File: config.mk
export PLATFORM = sky130hd
export DESIGN_NAME = serial_add_sub
export DESIGN_NICKNAME = d
export VERILOG_FILES = /design/src/rtl/serial_add_sub.sv
export SDC_FILE = /design/constraint.sdc
export NUM_CORES = 1
export LEC_CHECK = 0
export CORE_ASPECT_RATIO = 1.75
export CORE_MARGIN = 4
export CORE_UTILIZATION = 55
export CTS_CLUSTER_DIAMETER = 100
export DETAILED_ROUTE_END_ITERATION = 7
export PLACE_DENSITY = 0.84
export SETUP_SLACK_MARGIN = 0.1
export SYNTH_ARGS = -nofsm -noshare
export SYNTH_HDL_FRONTEND = slang
export SYNTH_SLANG_ARGS = --single-unit
File: constraint.sdc
create_clock -name clk -period 6.3 [get_ports clk]
set_clock_uncertainty 0.05 [all_clocks]
set_input_delay 1.26 -clock clk [delete_from_list [all_inputs] [get_ports clk]]
set_output_delay 1.26 -clock clk [all_outputs]
set_load 0.01 [all_outputs]
File: src/rtl/serial_add_sub.sv
// serial_add_sub: multi-cycle adder/subtractor built on a DIGIT-bit adder slice.
// An operation takes N = WIDTH/DIGIT steps. Operands are shifted right through
// the slice, LSB digit first. Sum digits enter the top of a partial-result
// register, so after N steps the partial register holds the full result.
// Subtraction is a + ~b + 1: b is inverted and the carry is preset to 1 at start.
module serial_add_sub #(
    parameter int WIDTH = 32,
    parameter int DIGIT = 1
) (
    input  logic             clk,
    input  logic             reset,
    input  logic             start,
    input  logic             sub,
    input  logic [WIDTH-1:0] a,
    input  logic [WIDTH-1:0] b,
    output logic             busy,
    output logic             done,
    output logic [WIDTH-1:0] result,
    output logic             cout,
    output logic             overflow,
    output logic             zero
);

    localparam int N     = WIDTH / DIGIT;
    localparam int CNT_W = (N > 1) ? $clog2(N) : 1;
    localparam logic [CNT_W-1:0] LAST = CNT_W'(N - 1);

    typedef enum logic [1:0] {
        S_IDLE,
        S_RUN,
        S_DONE
    } state_t;

    state_t           r_state;
    logic [WIDTH-1:0] r_a;
    logic [WIDTH-1:0] r_b;
    logic [WIDTH-1:0] r_part;
    logic             r_carry;
    logic [CNT_W-1:0] r_cnt;
    logic [WIDTH-1:0] r_result;
    logic             r_cout;
    logic             r_ovf;
    logic             r_zero;
    logic             r_busy;
    logic             r_done;

    logic [DIGIT:0]   w_sum;
    logic             w_cin_msb;
    logic [WIDTH-1:0] w_part_next;

    // One slice step: low digit of each operand plus the running carry.
    assign w_sum = {1'b0, r_a[DIGIT-1:0]} + {1'b0, r_b[DIGIT-1:0]}
                 + {{DIGIT{1'b0}}, r_carry};

    // The carry into the top bit of the slice is recovered from that bit's sum.
    // On the final step, this is the carry into the MSB of the whole word.
    assign w_cin_msb = r_a[DIGIT-1] ^ r_b[DIGIT-1] ^ w_sum[DIGIT-1];

    // The new sum digit enters at the top and older digits move down.
    // This also works when N == 1.
    assign w_part_next = WIDTH'({w_sum[DIGIT-1:0], r_part} >> DIGIT);

    // Control FSM and datapath. All outputs are registered.
    always_ff @(posedge clk) begin
        if (reset) begin
            r_state  <= S_IDLE;
            r_a      <= '0;
            r_b      <= '0;
            r_part   <= '0;
            r_carry  <= 1'b0;
            r_cnt    <= '0;
            r_result <= '0;
            r_cout   <= 1'b0;
            r_ovf    <= 1'b0;
            r_zero   <= 1'b0;
            r_busy   <= 1'b0;
            r_done   <= 1'b0;
        end else begin
            case (r_state)
                S_IDLE, S_DONE: begin
                    r_done <= 1'b0;
                    if (start) begin
                        r_a     <= a;
                        r_b     <= b ^ {WIDTH{sub}};
                        r_carry <= sub;
                        r_cnt   <= '0;
                        r_part  <= '0;
                        r_busy  <= 1'b1;
                        r_state <= S_RUN;
                    end else begin
                        r_busy  <= 1'b0;
                        r_state <= S_IDLE;
                    end
                end
                S_RUN: begin
                    r_a     <= r_a >> DIGIT;
                    r_b     <= r_b >> DIGIT;
                    r_part  <= w_part_next;
                    r_carry <= w_sum[DIGIT];
                    r_cnt   <= r_cnt + CNT_W'(1);
                    if (r_cnt == LAST) begin
                        r_result <= w_part_next;
                        r_cout   <= w_sum[DIGIT];
                        r_ovf    <= w_cin_msb ^ w_sum[DIGIT];
                        r_zero   <= (w_part_next == '0);
                        r_busy   <= 1'b0;
                        r_done   <= 1'b1;
                        r_state  <= S_DONE;
                    end
                end
                default: begin
                    r_busy  <= 1'b0;
                    r_done  <= 1'b0;
                    r_state <= S_IDLE;
                end
            endcase
        end
    end

    assign busy     = r_busy;
    assign done     = r_done;
    assign result   = r_result;
    assign cout     = r_cout;
    assign overflow = r_ovf;
    assign zero     = r_zero;

endmodule
[Yosys cells after proc, flatten, opt, wreduce, memory -nomap -nowiden]
Cells that the tools add are included.
Word-level totals
  register bits after elaboration: 141
  latch bits: 0
  bits in writable memories: 0
  bits in read-only memories: 0
  input port bits: 68
  output and inout port bits: 37
  logic and storage cells: 48
  memories kept: 0
Operators by class
  add/subtract/negate cells: 3
  $mul: 0
  divide/modulo/power cells: 0
  order comparisons: 0
  equality and inequality tests: 5
  shift-type cells: 0
  mux-type cells: 16
  bitwise operators: 5
  reductions and logical operators: 7
Operators with widths (count)
  one-hot mux 32 bit (2 select lines): 3
  two-way mux 32 bit: 3
  logical NOT 32 bit: 1
  XOR 32 bit: 1
  one-hot mux 5 bit (2 select lines): 1
  adder 5 x 1 -> 5 bit, second input constant: 1
  equality test 5 bit, second input constant: 1
  two-way mux 5 bit: 1
  two-way mux 1 bit: 4
  inequality test 2 bit, second input constant: 2
  one-hot mux 1 bit (2 select lines): 2
  one-hot mux 2 bit (2 select lines): 1
  AND reduction 2 bit: 2
  OR reduction 2 bit: 2
  XOR 1 bit: 3
  adder 1 x 1 -> 2 bit: 1
  adder 2 x 1 -> 2 bit: 1
  equality test 2 x 1 -> 1 bit, second input constant: 1
  equality test 2 bit, second input constant: 1
  logical NOT 2 bit: 1
  two-way mux 2 bit: 1
  nonzero test 2 bit: 1
  inverter 1 bit: 1

[Longest topological paths before layout]
  depth after elaboration: 4
  gate-level depth with buffers: 8
  mapped depth without buffers: 7

[Least setup slack after synthesis]
Ideal clock, no wire load.
  kind: input -> register
  start point: input port reset
  end point: register r_zero (netlist: zero)
  setup time: 0.084 ns
  data arrival time: 2.286 ns
  data required time: 6.166 ns
  setup slack: 3.880 ns
  cell stages on the path: 5
  buffers on the path: 1
  cell sequence: buf_2 > nor4_1 > nand4_1 > or4_1 > o31ai_2
RTL lines
  start: declaration: RTL line 11  | input logic reset,
  end signal: assignment: RTL line 105  | r_zero <= (w_part_next == '0);
  end: declaration: RTL line 43  | logic r_zero;

[Worst setup path after layout]
  start point: input port start
  end point: register r_b[20]
Between the ends
  longest elaborated chain between the ends: 2
Ends and longest elaborated chain
  start: declaration: RTL line 12  | input logic start,
  inequality test 2 bit (no line)
  AND reduction 2 bit (no line)
  end signal: assignment: RTL line 84  | r_b <= b ^ {WIDTH{sub}};
  end signal: assignment: RTL line 97  | r_b <= r_b >> DIGIT;
  end: declaration: RTL line 36  | logic [WIDTH-1:0] r_b;
Every way passes these cells.
A chain may end at the register's enable or synchronous reset.

==> impl_metrics.env <==
export IMPL_run_status="completed"
export IMPL_cts_made_buffers=17
export IMPL_leakage_nw=2.54
export IMPL_clk_path_buf_depth=2
export IMPL_yosys_area_top_type_share_pct=52.2
export IMPL_cts_sinks=140
export IMPL_initial_core_util_pct=56.4
export IMPL_grt_pass1_vias=4601
export IMPL_synth_cell_types=31
export IMPL_syn_avg_cell_area_sq_um=9.00
export IMPL_peakVddDrop_uv=258
export IMPL_die_h_um=139
export IMPL_synth_top_cell_by_area="dfxtp_1"
export IMPL_final_setup_tns_ns=0
export IMPL_slew_headroom_pct=23.0
export IMPL_period_share_pct=47.1
export IMPL_endpoint="r_b[20]"
export IMPL_timing_rr_end="zero"
export IMPL_dieWidth_um=82.7
export IMPL_cts_tree="yes"
export IMPL_wl_um=12600
export IMPL_grt_pass1_wl_um=20800
export IMPL_num_vias=4639
export IMPL_drive_gt1_share_pct=6.99
export IMPL_ys_warnings_count=0
export IMPL_crit_type="primary input to register"
export IMPL_antenna_cells=0
export IMPL_power_density_nw_per_um2=309
export IMPL_ys_seq_area_share_pct=52.2
export IMPL_fin_ws_ns=3.33
export IMPL_cts_resized_gates=0
export IMPL_pin_count=105
export IMPL_cp_data_required_time_ns=6.57
export IMPL_crit_fanout=41
export IMPL_hpwl_um=7960
export IMPL_ys_dominant_reg_cell="dfxtp_1"
export IMPL_hold_viol=0
export IMPL_worst_r2r_path_depth=5
export IMPL_nFillCells=692
export IMPL_max_freq_ghz=0.337
export IMPL_endpoint_kind="register"
export IMPL_rows=47
export IMPL_drtAntennaViolNets=0
export IMPL_async_flop_share_pct=0
export IMPL_syn_to_final_growth_pct=31.1
export IMPL_clkLatencyLatePin_ns=0.41
export IMPL_worst_slew_pin_slew_ns=1.15
export IMPL_hold_buffers=0
export IMPL_viasPerCell=5.73
export IMPL_grtUsageTotal_pct=22.9
export IMPL_nets=745
export IMPL_cp_arrival_ns=3.24
export IMPL_synth_edf_count=0
export IMPL_r2r_start="r_state[0]"
export IMPL_start_kind="primary input"
export IMPL_io_buffers=104
export IMPL_ff_latch_area_sq_um=2800
export IMPL_overflow=0
export IMPL_synth_area_leaders="dfxtp_1, a21oi_1, a22oi_1"
export IMPL_ys_ff_latch=140
export IMPL_postCtsSetupBuffers=0
export IMPL_syn_cell_area_sq_um=5370
export IMPL_post_place_ws_ns=2.93
export IMPL_drtIter0Drc=285
export IMPL_hold_path_class="register to register"
export IMPL_cp_startpoint="start"
export IMPL_dr_pass1_iters=5
export IMPL_syn_num_nets=668
export IMPL_fin_crit_ns=2.97
export IMPL_setup_viol=0
export IMPL_coreArea_sq_um=9530
export IMPL_cts_htree_levels=4
export IMPL_synthCells=597
export IMPL_clockRootBuffer="clkbuf_16"
export IMPL_multiInputGateArea_sq_um=2370
export IMPL_drv_slew=0
export IMPL_antenna_found_initial=0
export IMPL_dieArea_sq_um=11500
export IMPL_gp_congestion=0.819
export IMPL_grt_setup_unrepaired="false"
export IMPL_drc_errors=0
export IMPL_rrSetupSlack_ns=3.58
export IMPL_wl_per_cell_um=15.6
export IMPL_grt_max_degree=95
export IMPL_cap_viol_max_count=0
export IMPL_hold_slack_ns=0.403
export IMPL_path_clk_slew_ns=0.06
[Yosys cell counts (all sizes together) (2+ instances only)]
library cell	n
nor3	3
nor2b	2
ha	2
a21oi	99
xnor2	3
nor2	12
a22o	33
a22oi	65
or4	2
dfxtp	140
clkbuf	24
nand2	130
nand3b	2
nor4	6
inv	2
buf	28
nand4	2
xor2	32
[routing by layer]
metal / vias to the layer above / part of all wire, % / global-route usage (%)
met4: 0 / 3.5 / 12.4
met5: - / 0 / 0
li1: 2253 / - / -
met1: 2194 / 37 / 24.6
met2: 155 / 54 / 39.6
met3: 37 / 5.3 / 5.85
[cell usage in the layout (no fill, tap or decap), types with 3 or more instances in the layout]
master / count
a21oi_1: 99
a22o_1: 31
a22oi_1: 65
buf_4: 7
bufinv_16: 4
clkbuf_16: 17
clkdlybuf4s50_1: 102
clkinv_2: 5
dfxtp_1: 140
nand2_1: 130
nor2_1: 9
nor4_1: 6
xnor2_1: 3
xor2_1: 32
[metrics by stage]
stage	total power, mW	utilization (%)	instances	cell area, sq um
floorplan	1.08	-	597	5370
global placement	1.14	67.3	777	6420
detailed placement	1.15	67.3	777	6420
CTS	2.19	73.9	809	7040
global route	2.25	73.9	809	7040
finish	2.17	73.9	809	7040
[worst min path at each step]
stage | endpoint | startpoint | depth (start not counted)
6_report | result[10] | result[10] | 2
3_3_place_gp | r_a[27] | r_a[27] | 2
3_5_place_dp | r_a[24] | r_a[24] | 2
2_1_floorplan | r_b[21] | r_b[21] | 2
5_1_grt | result[1] | result[1] | 2
4_1_cts | r_a[24] | r_a[24] | 2
[state kept, by name, summed over array words and instances, names as in the netlist, 2 cells and up]
signal   flops
r_a         32
r_b         32
r_cnt        5
r_part      31
r_state      2
result      32
[where the power goes]
| group | internal (mW) | switching (mW) |
|---|---|---|
| Clock | 0.680 | 0.358 |
| Combinational | 0.0891 | 0.106 |
| Sequential | 0.921 | 0.0204 |
| Total | 1.69 | 0.484 |
[final cells by class]
| type | instances | area share, % |
|---|---|---|
| flip-flops and latches | 140 | 39.8 |
| multi-input cells | 403 | 33.7 |
| repair buffers | 110 | 15.3 |
| clock buffers | 20 | 6.49 |
| clock inverters | 12 | 2.40 |
| well taps | 122 | 2.17 |
| inverters | 2 | 0.107 |
[critical path, stage by stage]
cell	delay (ns)
clkdlybuf4s50_1	0.49
nor2b_4	0.62
buf_4	0.50
a22oi_1	0.14
a21oi_1	0.21
[cell families after synthesis]
kind of cell / count (synthesis) / synth area share [%]
xor+xnor: 35 / 5.71
compound gates: 202 / 24.5
buf+inv: 54 / 4.24
simple gates: 162 / 12.3
flops: 140 / 52.2
fa+ha+maj: 3 / 0.839
mux: 1 / 0.186
Power figures use the tool's default switching activity.
